==> config.mk <==
export PLATFORM = sky130hd
export DESIGN_NAME = mips_muldiv_unit
export DESIGN_NICKNAME = d
export VERILOG_FILES = /design/src/rtl/mips_pkg.sv /design/src/rtl/mips_muldiv_unit_step.sv /design/src/rtl/mips_muldiv_unit.sv
export SDC_FILE = /design/constraint.sdc
export NUM_CORES = 1
export LEC_CHECK = 0
export ABC_AREA = 1
export CORE_ASPECT_RATIO = 0.8
export CORE_MARGIN = 5
export CORE_UTILIZATION = 55
export CTS_CLUSTER_DIAMETER = 50
export DETAILED_ROUTE_END_ITERATION = 6
export GPL_TIMING_DRIVEN = 1
export PLACE_DENSITY = 0.81
export SLEW_MARGIN = 25
export SYNTH_ARGS = -nofsm -noshare
export SYNTH_HDL_FRONTEND = slang
export SYNTH_SLANG_ARGS = --single-unit
==> constraint.sdc <==
create_clock -name clk -period 11.9 [get_ports clk]
set_clock_uncertainty 0.15 [all_clocks]
set_input_delay 1.19 -clock clk [delete_from_list [all_inputs] [get_ports clk]]
set_output_delay 1.19 -clock clk [all_outputs]
set_load 0.01 [all_outputs]
==> src/rtl/mips_pkg.sv <==
`default_nettype none
// ---------------------------------------------------------------------------
// mips_pkg: shared encodings for the EX-stage multiply/divide unit. Rev 1.0
// ---------------------------------------------------------------------------
package mips_pkg;

    localparam logic [1:0] MD_MULT  = 2'b00;
    localparam logic [1:0] MD_MULTU = 2'b01;
    localparam logic [1:0] MD_DIV   = 2'b10;
    localparam logic [1:0] MD_DIVU  = 2'b11;

    localparam logic [5:0] FUNCT_MFHI  = 6'h10;
    localparam logic [5:0] FUNCT_MTHI  = 6'h11;
    localparam logic [5:0] FUNCT_MFLO  = 6'h12;
    localparam logic [5:0] FUNCT_MTLO  = 6'h13;
    localparam logic [5:0] FUNCT_MULT  = 6'h18;
    localparam logic [5:0] FUNCT_MULTU = 6'h19;
    localparam logic [5:0] FUNCT_DIV   = 6'h1A;
    localparam logic [5:0] FUNCT_DIVU  = 6'h1B;

    typedef enum logic [1:0] {
        IDLE = 2'd0,
        CALC = 2'd1,
        FIX  = 2'd2
    } md_state_t;

    function automatic logic md_is_div(input logic [1:0] op);
        return op[1];
    endfunction

    function automatic logic md_is_signed(input logic [1:0] op);
        return ~op[0];
    endfunction

endpackage
`default_nettype wire

==> src/rtl/mips_muldiv_unit_step.sv <==
`default_nettype none
// ---------------------------------------------------------------------------
// muldiv_step: one combinational iteration, shift-add or restoring divide. Rev 1.0
// ---------------------------------------------------------------------------
module muldiv_step #(
    parameter int WIDTH = 32
) (
    input  logic             is_div_i,
    input  logic [WIDTH-1:0] acc_hi_i,
    input  logic [WIDTH-1:0] acc_lo_i,
    input  logic [WIDTH-1:0] operand_i,
    output logic [WIDTH-1:0] acc_hi_o,
    output logic [WIDTH-1:0] acc_lo_o
);

    logic [WIDTH:0]   sum;
    logic [WIDTH:0]   shifted;
    logic [WIDTH-1:0] diff;
    logic             fits;

    // The remainder after a successful subtract is below the divisor, so the
    // low WIDTH bits of the difference are exact.
    always_comb begin
        sum      = {1'b0, acc_hi_i} + {1'b0, (acc_lo_i[0] ? operand_i : {WIDTH{1'b0}})};
        shifted  = {acc_hi_i, acc_lo_i[WIDTH-1]};
        fits     = (shifted >= {1'b0, operand_i});
        diff     = shifted[WIDTH-1:0] - operand_i;
        acc_hi_o = sum[WIDTH:1];
        acc_lo_o = {sum[0], acc_lo_i[WIDTH-1:1]};
        if (is_div_i) begin
            acc_hi_o = fits ? diff : shifted[WIDTH-1:0];
            acc_lo_o = {acc_lo_i[WIDTH-2:0], fits};
        end
    end

endmodule
`default_nettype wire

==> src/rtl/mips_muldiv_unit.sv <==
`default_nettype none
// ---------------------------------------------------------------------------
// mips_muldiv_unit: iterative MULT/MULTU/DIV/DIVU unit owning HI/LO. Rev 1.0
// ---------------------------------------------------------------------------
module mips_muldiv_unit
    import mips_pkg::*;
#(
    parameter int WIDTH = 32
) (
    input  logic             clk,
    input  logic             reset,
    input  logic             start,
    input  logic [1:0]       op,
    input  logic [WIDTH-1:0] a,
    input  logic [WIDTH-1:0] b,
    input  logic             cancel,
    input  logic             hi_we,
    input  logic             lo_we,
    input  logic [WIDTH-1:0] wdata,
    output logic             busy,
    output logic             done,
    output logic [WIDTH-1:0] hi,
    output logic [WIDTH-1:0] lo
);

    localparam int CNT_W = $clog2(WIDTH + 1);
    localparam logic [CNT_W-1:0] LAST_ITER = CNT_W'(WIDTH - 1);

    md_state_t        state_q;
    logic [CNT_W-1:0] count_q;
    logic             is_div_q;
    logic             neg_a_q;
    logic             neg_b_q;
    logic             div_zero_q;
    logic [WIDTH-1:0] opnd_q;
    logic [WIDTH-1:0] acc_hi_q;
    logic [WIDTH-1:0] acc_lo_q;
    logic [WIDTH-1:0] hi_q;
    logic [WIDTH-1:0] lo_q;
    logic             done_q;

    logic             neg_a_d;
    logic             neg_b_d;
    logic [WIDTH-1:0] mag_a_d;
    logic [WIDTH-1:0] mag_b_d;
    logic [WIDTH-1:0] step_hi;
    logic [WIDTH-1:0] step_lo;
    logic [2*WIDTH-1:0] prod_fix;
    logic [WIDTH-1:0] quot_fix;
    logic [WIDTH-1:0] rem_fix;

    always_comb begin
        neg_a_d = md_is_signed(op) & a[WIDTH-1];
        neg_b_d = md_is_signed(op) & b[WIDTH-1];
        mag_a_d = neg_a_d ? -a : a;
        mag_b_d = neg_b_d ? -b : b;
    end

    muldiv_step #(
        .WIDTH(WIDTH)
    ) u_step (
        .is_div_i  (is_div_q),
        .acc_hi_i  (acc_hi_q),
        .acc_lo_i  (acc_lo_q),
        .operand_i (opnd_q),
        .acc_hi_o  (step_hi),
        .acc_lo_o  (step_lo)
    );

    // A zero divisor leaves the dividend magnitude in the remainder, so the
    // remainder sign fix already yields hi = a; only lo needs overriding.
    // Most-negative / -1 falls out of the magnitude path without a special case.
    always_comb begin
        prod_fix = (neg_a_q ^ neg_b_q) ? -{acc_hi_q, acc_lo_q} : {acc_hi_q, acc_lo_q};
        quot_fix = (neg_a_q ^ neg_b_q) ? -acc_lo_q : acc_lo_q;
        rem_fix  = neg_a_q ? -acc_hi_q : acc_hi_q;
    end

    always_ff @(posedge clk or posedge reset) begin
        if (reset) begin
            state_q    <= IDLE;
            count_q    <= '0;
            is_div_q   <= 1'b0;
            neg_a_q    <= 1'b0;
            neg_b_q    <= 1'b0;
            div_zero_q <= 1'b0;
            opnd_q     <= '0;
            acc_hi_q   <= '0;
            acc_lo_q   <= '0;
            hi_q       <= '0;
            lo_q       <= '0;
            done_q     <= 1'b0;
        end else begin
            done_q <= 1'b0;
            case (state_q)
                IDLE: begin
                    if (start && !cancel) begin
                        state_q    <= CALC;
                        count_q    <= '0;
                        is_div_q   <= md_is_div(op);
                        neg_a_q    <= neg_a_d;
                        neg_b_q    <= neg_b_d;
                        div_zero_q <= md_is_div(op) && (b == '0);
                        acc_hi_q   <= '0;
                        acc_lo_q   <= md_is_div(op) ? mag_a_d : mag_b_d;
                        opnd_q     <= md_is_div(op) ? mag_b_d : mag_a_d;
                    end else begin
                        if (hi_we) hi_q <= wdata;
                        if (lo_we) lo_q <= wdata;
                    end
                end
                CALC: begin
                    if (cancel) begin
                        state_q <= IDLE;
                    end else begin
                        acc_hi_q <= step_hi;
                        acc_lo_q <= step_lo;
                        count_q  <= count_q + 1'b1;
                        if (count_q == LAST_ITER) state_q <= FIX;
                    end
                end
                FIX: begin
                    state_q <= IDLE;
                    if (!cancel) begin
                        done_q <= 1'b1;
                        if (is_div_q) begin
                            hi_q <= rem_fix;
                            lo_q <= div_zero_q ? {WIDTH{1'b1}} : quot_fix;
                        end else begin
                            {hi_q, lo_q} <= prod_fix;
                        end
                    end
                end
                default: state_q <= IDLE;
            endcase
        end
    end

    assign busy = (state_q != IDLE);
    assign done = done_q;
    assign hi   = hi_q;
    assign lo   = lo_q;

endmodule
`default_nettype wire
[Yosys cells after proc, flatten, opt, wreduce, memory -nomap -nowiden]
Index checks and enable logic that the tools add are counted.
Operators by class
  bitwise gates (word level): 4
  muxes and demuxes: 37
  $lt $le $gt $ge: 1
  add/subtract/negate cells: 8
  reduce and logical (&&, ||, !) cells: 13
  equal/unequal tests: 10
Operator list (count)
  32-bit 2-to-1 mux: 23
  32-bit one-hot mux with 2 select lines: 4
  32-bit negator: 4
  64-bit 2-to-1 mux: 1
  64-bit negator: 1
  32-bit by 32-bit adder with 33-bit output: 1
  33-bit by 32-bit greater-or-equal comparator with 1-bit output: 1
  32-bit logical NOT: 1
  32-bit subtractor: 1
  6-bit 2-to-1 mux: 2
  2-bit inequality test (second input constant): 6
  6-bit one-hot mux with 2 select lines: 1
  4-bit AND reduction: 2
  6-bit by 1-bit adder with 6-bit output (second input constant): 1
  6-bit by 5-bit == test with 1-bit output (second input constant): 1
  2-bit 2-to-1 mux: 3
  2-bit nonzero test: 3
  2-bit one-hot mux with 2 select lines: 1
  2-bit AND reduction: 2
  3-bit inequality test (second input constant): 1
  3-bit AND reduction: 1
  1-bit AND: 2
  2-bit by 1-bit == test with 1-bit output (second input constant): 1
  2-bit == test (second input constant): 1
  6 further kinds: 8
Word-level totals
  flip-flop bits (word level): 173

[Longest topological paths before layout]
Gate-level depths: netlist of run 1.
  word-level depth: 6
  mapped depth: 20
  gate-level depth less buffers: 19

[Modules after synthesis]
Synthesis of run 1 repeated with hierarchy kept, for this count alone.
Unflattened totals
  cells, all modules: 3205
  area total of the unflattened synthesis: 18642.9 µm²
Modules (own cells, without submodules)
  mips_muldiv_unit: cells an instance 1933, area each 12363.1 µm², instances 1, seq. area each 4329.2 µm²
  muldiv_step: cells an instance 1272, area each 6279.8 µm², instances 1, seq. area each 0.0 µm²

[Worst setup path after synthesis of run 1]
OpenSTA, ideal clock, no wires.
  path type: reg2reg
  start point: reg acc_lo_q[0]
  end point: reg acc_hi_q[27]
  stages on the path, launching flop included: 20
  path slack: 9.128 ns
  path buffers: 2
  arrival time: 2.505 ns
  cells stage by stage: dfrtp_1 buf_2 clkbuf_1 nand2_1 inv_1 ha_1 inv_1 fa_1 o21ai_0 nand2_1 nand2_1 nand2_1 nand2_1 nand2_1 nand3_1 nand2_1 nor2_1 nor2_1 nand2_1 nand2_1
Between the ends
  word-level cells in the longest chain between the ends: 5
RTL lines
  start: declaration: line mips_muldiv_unit.sv:37  | logic [WIDTH-1:0] acc_lo_q;
  start signal: assignment: line mips_muldiv_unit.sv:105  | acc_lo_q <= md_is_div(op) ? mag_a_d : mag_b_d;
  start signal: assignment: line mips_muldiv_unit.sv:117  | acc_lo_q <= step_lo;
  32-bit 2-to-1 mux: line mips_muldiv_unit_step.sv:24  | sum = {1'b0, acc_hi_i} + {1'b0, (acc_lo_i[0] ? operand_i : {WIDTH{1'b0}})};
  32-bit by 32-bit adder with 33-bit output: line mips_muldiv_unit_step.sv:24
  32-bit 2-to-1 mux: line mips_muldiv_unit_step.sv:30  | if (is_div_i) begin
  32-bit 2-to-1 mux: line mips_muldiv_unit.sv:113  | if (cancel) begin
  32-bit one-hot mux with 2 select lines: line mips_muldiv_unit.sv:95  | case (state_q)
  end signal: assignment: line mips_muldiv_unit.sv:116  | acc_hi_q <= step_hi;
  end: declaration: line mips_muldiv_unit.sv:36  | logic [WIDTH-1:0] acc_hi_q;
Every way passes these cells. The select of a mux whose other input is x is not followed.
A chain may end at the register's enable or synchronous reset.

[Worst setup path after layout of run 1]
  start point: in cancel
  end point: reg opnd_q[15]
Between the ends
  word-level cells in the longest chain between the ends: 3
RTL lines
  start: declaration: line mips_muldiv_unit.sv:16  | input logic cancel,
  1-bit logical NOT
  1-bit logical AND: line mips_muldiv_unit.sv:97  | if (start && !cancel) begin
  2-bit AND reduction (no source line)
  end signal: assignment: line mips_muldiv_unit.sv:106  | opnd_q <= md_is_div(op) ? mag_b_d : mag_a_d;
  end: declaration: line mips_muldiv_unit.sv:35  | logic [WIDTH-1:0] opnd_q;
Every way passes these cells.

==> metrics.cfg, run 1 <==
[synthesis]
synth_area_um2=18020
synthArstFlopShare=1.000
ys_seq_elements=173
synth_top_area_share=0.2403
synth_area_leaders=dfrtp_1 (24%), nand2_1 (18%), nand3_1 (8.9%)
syn_nets=3267
syn_avg_cell_area_um2=5.827
synth_edf_count=0
synth.distinct_cells=45
synth_area_leader_cell=dfrtp_1
ys_seq_area_frac=0.2403
synthFlopType=dfrtp_1
netlist_instances=3092
synth_warnings=0

[setup_path]
cpPeakStageDelay_ns=0.76
r2r-start=state_q[0]$_DFFE_PP0P_
cp_max_fo=34
cp_cell_sequence=clkdlybuf4s50_1 -> nor3_4 -> buf_4 -> inv_2 -> nor2_1 -> inv_1 -> a21oi_1 -> a211o_1
worstPathArrival_ns=4.33
path_depth=8
cp.required_ns=12.16
critical_path.top_delay_family=buffers and inverters
slowest_stage=nor2_1
cp_num_buf_inv=4
cp-end-kind=flop
crit_type=in -> reg
r2r-end=count_q[5]$_DFFE_PP0P_
crit_end=opnd_q[15]$_DFFE_PP0P_
start_kind=input pin
reg2reg_slack_ns=8.01
r2r_cells=13
cp-startpoint=cancel

[final_layout]
antenna_cells=0
fill_cells=3157
syn_to_final_growth_pct=14.12
drive_gt1_frac=0.02962
design_area_um2=20560
nets=3369

[die]
die_x_um=212.4
dieArea_um2=36500
ioPinCount=170
core_um2=32410
start_util=0.5560
rows=59
die_h_um=171.9

[timing]
finalSetupTns_ns=0
rsz0062_at_grt=no
drv_slew=0
tightest_slew_ns=0.9575
period_minus_slack_ns=4.072
finalHoldViolCount=0
min_period_over_period=0.3422
setup_violations=0
slew_headroom=0.3609
fmax_mhz=245.6

[global_routing]
gr-usage-all-layers=0.4189
grt_pass1_vias=20630
grt_max_degree=105
grt_antenna_before_repair=0
gr-total-overflow=0
grt_pass1_wl_um=118700

[power]
p_per_area_nw_per_um2=214.8
peakVddDrop_uv=136.2
p_leak_uw=0.01028

[flow_run]
drv_cap=0

[routing]
drt-pass1-iter-count=7
post_drt_wl_per_cell_um=21.60
vias=22580
drt_wl_total_um=78510
drt_iter0_drc=3671
post_drt_via_cell_ratio=6.213
antenna_left=0
drc=40

[clock_tree]
postCtsSetupRepairBufs=0
tritoncts=yes
root_buffer=clkbuf_16
htree_levels=4
path_clk_slew_ns=0.08
clock-sinks=173
ctsHoldBuffers=0
cts_resized=0
cts.path.max_buffers=2
insertion_delay_ns=0.47
cts_made_buffers=17

[min_path]
hold_path_class=reg -> reg

[status]
status=finished with violations
violations=design-rule violations

[place]
portBuffers=169
place_congestion=1.085
post_dp_cell_area_um2=19970
dp_hpwl_um=61010

[per-layer routing]
metal / vias to the layer above / GRT usage / routed length (um)
li1: 10270 / - / -
met1: 10360 / 0.5808 / 30690
met2: 1680 / 0.6033 / 31960
met3: 262 / 0.1451 / 12070
met4: 0 / 0.1633 / 3787
met5: - / 0 / 0
[cell families after synthesis]
kind of cell,after synthesis,synth area share
adders and majority gates,71,0.05014
DFF,173,0.2403
AOI/OAI and AO/OA,542,0.1683
buffers and inverters,521,0.1108
xor gates and xnor gates,49,0.02382
and+or+nand+nor,1736,0.4067
[report_power, final]
part,switching (uW),leakage [uW],internal (uW)
Clock,299,0.000293,286
Sequential,340,0.00206,734
Combinational,1880,0.00793,881
Total,2520,0.0103,1900
[cell usage after synthesis (all sizes together), types with 17 or more instances]
master	number
buf	40
nand3	324
ha	69
nand3b	17
o221ai	17
or2	22
dfrtp	173
nor3	34
xor2	41
inv	415
o21ai	188
clkbuf	63
a21oi	233
o211ai	31
nand2	887
nor2	387
nand4	54
[cell usage in the layout, fill, tap and decap left out, drive strengths merged, types with 2 or more instances in the layout]
cell type	Yosys	routed
nand2	887	887
inv	415	423
nor2	387	387
nand3	324	324
a21oi	233	233
o21ai	188	188
dfrtp	173	173
clkdlybuf4s50	0	169
ha	69	69
nand4	54	54
xor2	41	41
nor3	34	34
o211ai	31	31
or2	22	22
clkbuf	63	18
nand3b	17	17
o221ai	17	17
buf	40	17
a31oi	15	15
a22oi	14	14
a21boi	13	13
o21bai	10	10
a2bb2oi	9	9
clkinv	3	9
xnor2	8	8
nor4	7	7
o31ai	3	3
o21a	3	3
a21o	3	3
and2	3	3
fa	2	2
[per-stage QoR]
step / hold WS (ns) / instances / utilization / setup slack (ns) / total power, uW
2_1_floorplan: 0.3034 / 3092 / - / 5.872 / 2747
3_3_place_gp: 0.3160 / 3602 / 0.6161 / 7.591 / 3625
3_5_place_dp: 0.3230 / 3602 / 0.6161 / 7.484 / 3672
4_1_cts: 0.3421 / 3634 / 0.6343 / 7.940 / 4258
5_1_grt: 0.3810 / 3634 / 0.6345 / 7.721 / 4689
6_report: 0.3458 / 3634 / 0.6345 / 7.828 / 4416
[state kept, by name, indices dropped and copies added, names as in the netlist]
signal      cells
acc_hi_q       32
acc_lo_q       32
hi             32
lo             32
opnd_q         32
count_q         6
state_q         2
div_zero_q      1
done            1
is_div_q        1
neg_a_q         1
neg_b_q         1
[how the worst min path moves through the flow]
stage,startpoint,end,slack [ns],depth (start not counted)
floorplan,div_zero_q$_DFFE_PP0P_,div_zero_q$_DFFE_PP0P_,0.30,2
global placement,hi[5]$_DFFE_PP0P_,hi[5]$_DFFE_PP0P_,0.32,2
detailed placement,hi[2]$_DFFE_PP0P_,hi[2]$_DFFE_PP0P_,0.32,2
CTS,hi[2]$_DFFE_PP0P_,hi[2]$_DFFE_PP0P_,0.34,2
global route,hi[2]$_DFFE_PP0P_,hi[2]$_DFFE_PP0P_,0.38,2
finish,hi[2]$_DFFE_PP0P_,hi[2]$_DFFE_PP0P_,0.35,2
[worst reg2reg max path, cell delays in order (launching register included)]
cell,delay [ns]
dfrtp_1,0.44
inv_1,0.08
nor2_1,0.13
buf_4,0.31
inv_2,0.37
nor2_2,0.19
buf_4,0.42
nor2_4,0.07
buf_4,0.36
inv_2,0.56
nand4_1,0.27
nor2_1,0.16
a21oi_1,0.08
nor3_1,0.20
[area by class of cell]
type                            count  area (um^2)  area share
Clock buffer                       18        439.2     0.02136
Clock inverter                     14        150.1    0.007302
Sequential cell                   173         4330      0.2106
Tap cell                          427        534.3     0.02598
Inverter                          418         1577     0.07667
Multi-Input combinational cell   2398        11710      0.5694
Timing Repair Buffer              186         1823     0.08866
Note: power is estimated with default switching activity, not from simulation.
==> inputs of run 2 (changes only) <==
--- a/config.mk
+++ b/config.mk
@@ -8,11 +8,11 @@
 export ABC_AREA = 1
 export CORE_ASPECT_RATIO = 0.8
 export CORE_MARGIN = 5
-export CORE_UTILIZATION = 55
+export CORE_UTILIZATION = 54
 export CTS_CLUSTER_DIAMETER = 50
 export DETAILED_ROUTE_END_ITERATION = 6
 export GPL_TIMING_DRIVEN = 1
-export PLACE_DENSITY = 0.81
+export PLACE_DENSITY = 0.83
 export SLEW_MARGIN = 25
 export SYNTH_ARGS = -nofsm -noshare
 export SYNTH_HDL_FRONTEND = slang
==> constraint.sdc (replaced) <==
create_clock -name clk -period 3.7 [get_ports clk]
set_clock_uncertainty 0.15 [all_clocks]
set_input_delay 0.37 -clock clk [delete_from_list [all_inputs] [get_ports clk]]
set_output_delay 0.37 -clock clk [all_outputs]
set_load 0.01 [all_outputs]
==> run 2 against run 1 <==
  * The run still ends with design-rule violations left
  * Die area increased by 1.8%
  * Sequential cell count did not move
  * Sequential share of layout area down 0.33 points
  * First-iteration DRC count is 1.2% higher
  * Clock-buffer cell count fell by 1
  * Cell area increased by 1.6%
  * Via count is 0.69% higher
  * Routed wire length grew 2.5%
  * Sequential power rose to 2.9 times the previous value
==> metrics.cfg, run 2 (synthesized netlist as in run 1, its figures left out) <==
[setup_path]
cp_max_fo=29  ; -15%
crit_type=reg -> reg
start_kind=flop
r2r_cells=16  ; +3
cp-end-kind=flop
worstPathArrival_ns=3.57  ; -0.76 ns
cp.required_ns=3.89  ; -8.27 ns

[global_routing]
gr-total-overflow=0  ; unchanged
grt_pass1_wl_um=121500  ; +2.3%
gr-usage-all-layers=0.4149  ; -0.004042
grt_antenna_before_repair=1  ; +1
grt_pass1_vias=21030  ; +1.9%
grt_max_degree=100  ; -4.8%

[final_layout]
design_area_um2=20880  ; +1.6%
final_common_cell=nand2_1
final_cell_mix=nand2_1 (884), inv_1 (402), nor2_1 (373), nand3_1 (321), a21oi_1 (233)
drive_gt1_frac=0.04039  ; +0.01077
syn_to_final_growth_pct=15.91
fin_util=0.6386  ; +0.004143
nets=3405  ; +1.1%

[clock_tree]
cts_made_buffers=17  ; unchanged
root_buffer=clkbuf_16
postCtsSetupRepairBufs=0  ; unchanged
ctsHoldBuffers=0  ; unchanged
tritoncts=yes
cts_resized=0  ; unchanged
insertion_delay_ns=0.48  ; about the same
clock-sinks=173  ; unchanged
cts.path.max_buffers=2  ; unchanged
path_clk_slew_ns=0.08  ; about the same
htree_levels=4  ; unchanged

[status]
status=finished with violations
violations=design-rule violations

[routing]
drt_wl_total_um=80480  ; +2.5%
drc=7  ; -83%
drt-pass1-iter-count=7  ; unchanged
vias=22730  ; +0.69%
antenna_left=0  ; unchanged
post_drt_via_cell_ratio=6.191  ; -0.35%
drt_iter0_drc=3715  ; +1.2%
post_drt_wl_per_cell_um=21.92  ; +1.5%

[die]
rows=59  ; unchanged
dieArea_um2=37140  ; +1.8%
start_util=0.5509  ; -0.005020
die_h_um=173.4  ; +0.87%
die_x_um=214.2  ; +0.88%
ioPinCount=170  ; unchanged
core_um2=32700  ; +0.91%

[timing]
min_period_over_period=0.9140
finalSetupTns_ns=0  ; unchanged
rsz0062_at_grt=no
tightest_slew_ns=1.017  ; +0.05986 ns
period_minus_slack_ns=3.382
drv_slew=0  ; unchanged
finalHoldViolCount=0  ; unchanged
slew_headroom=0.3155  ; -0.04546
fmax_mhz=295.7
setup_violations=0  ; unchanged

[min_path]
hold_path_class=in -> async

[place]
place_congestion=1.071  ; -1.3%
portBuffers=169  ; unchanged
post_dp_cell_area_um2=20250  ; +1.4%
dp_hpwl_um=63910  ; +4.7%

[power]
p_per_area_nw_per_um2=700.0  ; +230%
peakVddDrop_uv=408.1  ; +200%
p_leak_uw=0.01046  ; +1.8%

[flow_run]
drv_cap=0  ; unchanged

run 2: cell count changes in the layout (fill, tap and decap cells not counted), moves of 2 or more:
cell / before / now
inv_8: 6 / 3
diode_2: 0 / 2
clkinv_8: 3 / 6
clkinvlp_4: 0 / 3
clkinv_2: 2 / 0
buf_4: 16 / 51
run 2: metrics by stage:
stage / std cells / setup slack [ns] / hold slack, ns / power (uW)
6_report: 3672 / 0.3183 / 0.2152 / 14620
4_1_cts: 3670 / 0.4825 / 0.2969 / 14070
3_3_place_gp: 3638 / 0.4716 / 0.3144 / 12000
5_1_grt: 3670 / 0.1897 / 0.3256 / 15450
3_5_place_dp: 3638 / 0.4949 / 0.3152 / 12070
2_1_floorplan: 3092 / 0.9285 / 0.2864 / 8836
run 2: final cells by class:
type,instances,area [um^2]
fillers,3117,11820
multi-input cells,2398,11710
flip-flops and latches,173,4330
repair buffers,222,2106
inverters,418,1573
well taps,427,534.3
clock buffers,17,425.4
clock inverters,15,202.7
diodes,2,5.005
run 2: critical path: stages, from the launching register on:
cell and delay, ns:
dfrtp_1 0.46, buf_4 0.41, nand2_1 0.28, inv_1 0.11, ha_1 0.27, a21oi_1 0.31
nor2_1 0.10, nor2_1 0.13, nand2_1 0.19, nand2_1 0.11, nand2_1 0.12, nand2_1 0.08
nand2_1 0.05, o21ai_0 0.24, inv_1 0.08, nand3_1 0.06, o21ai_0 0.08
run 2: final timing paths:
check	start	to	slack, ns
worst max-delay path	acc_lo_q[0]$_DFFE_PP0P_	acc_hi_q[14]$_DFFE_PP0P_	0.32
worst min-delay path	reset	lo[10]$_DFFE_PP0P_	0.22
worst max register to register	acc_lo_q[0]$_DFFE_PP0P_	acc_hi_q[14]$_DFFE_PP0P_	0.32
worst min register to register	hi[14]$_DFFE_PP0P_	hi[14]$_DFFE_PP0P_	0.34
max in group asynchronous	reset	hi[27]$_DFFE_PP0P_	2.53
min in group clk	wdata[2]	lo[2]$_DFFE_PP0P_	0.33
run 2: layer usage:
metal,GRT usage,wire (um),up-vias
met5,0,13,-
met4,0.1358,3356,2
met3,0.1582,13010,251
met2,0.5954,32340,1723
met1,0.5764,31770,10400
li1,-,-,10360
run 2: power by group:
group / internal [uW] / switching, uW / leakage (uW)
Sequential: 2370 / 742 / 0.00206
Clock: 980 / 1010 / 0.000297
Combinational: 2990 / 6530 / 0.00811
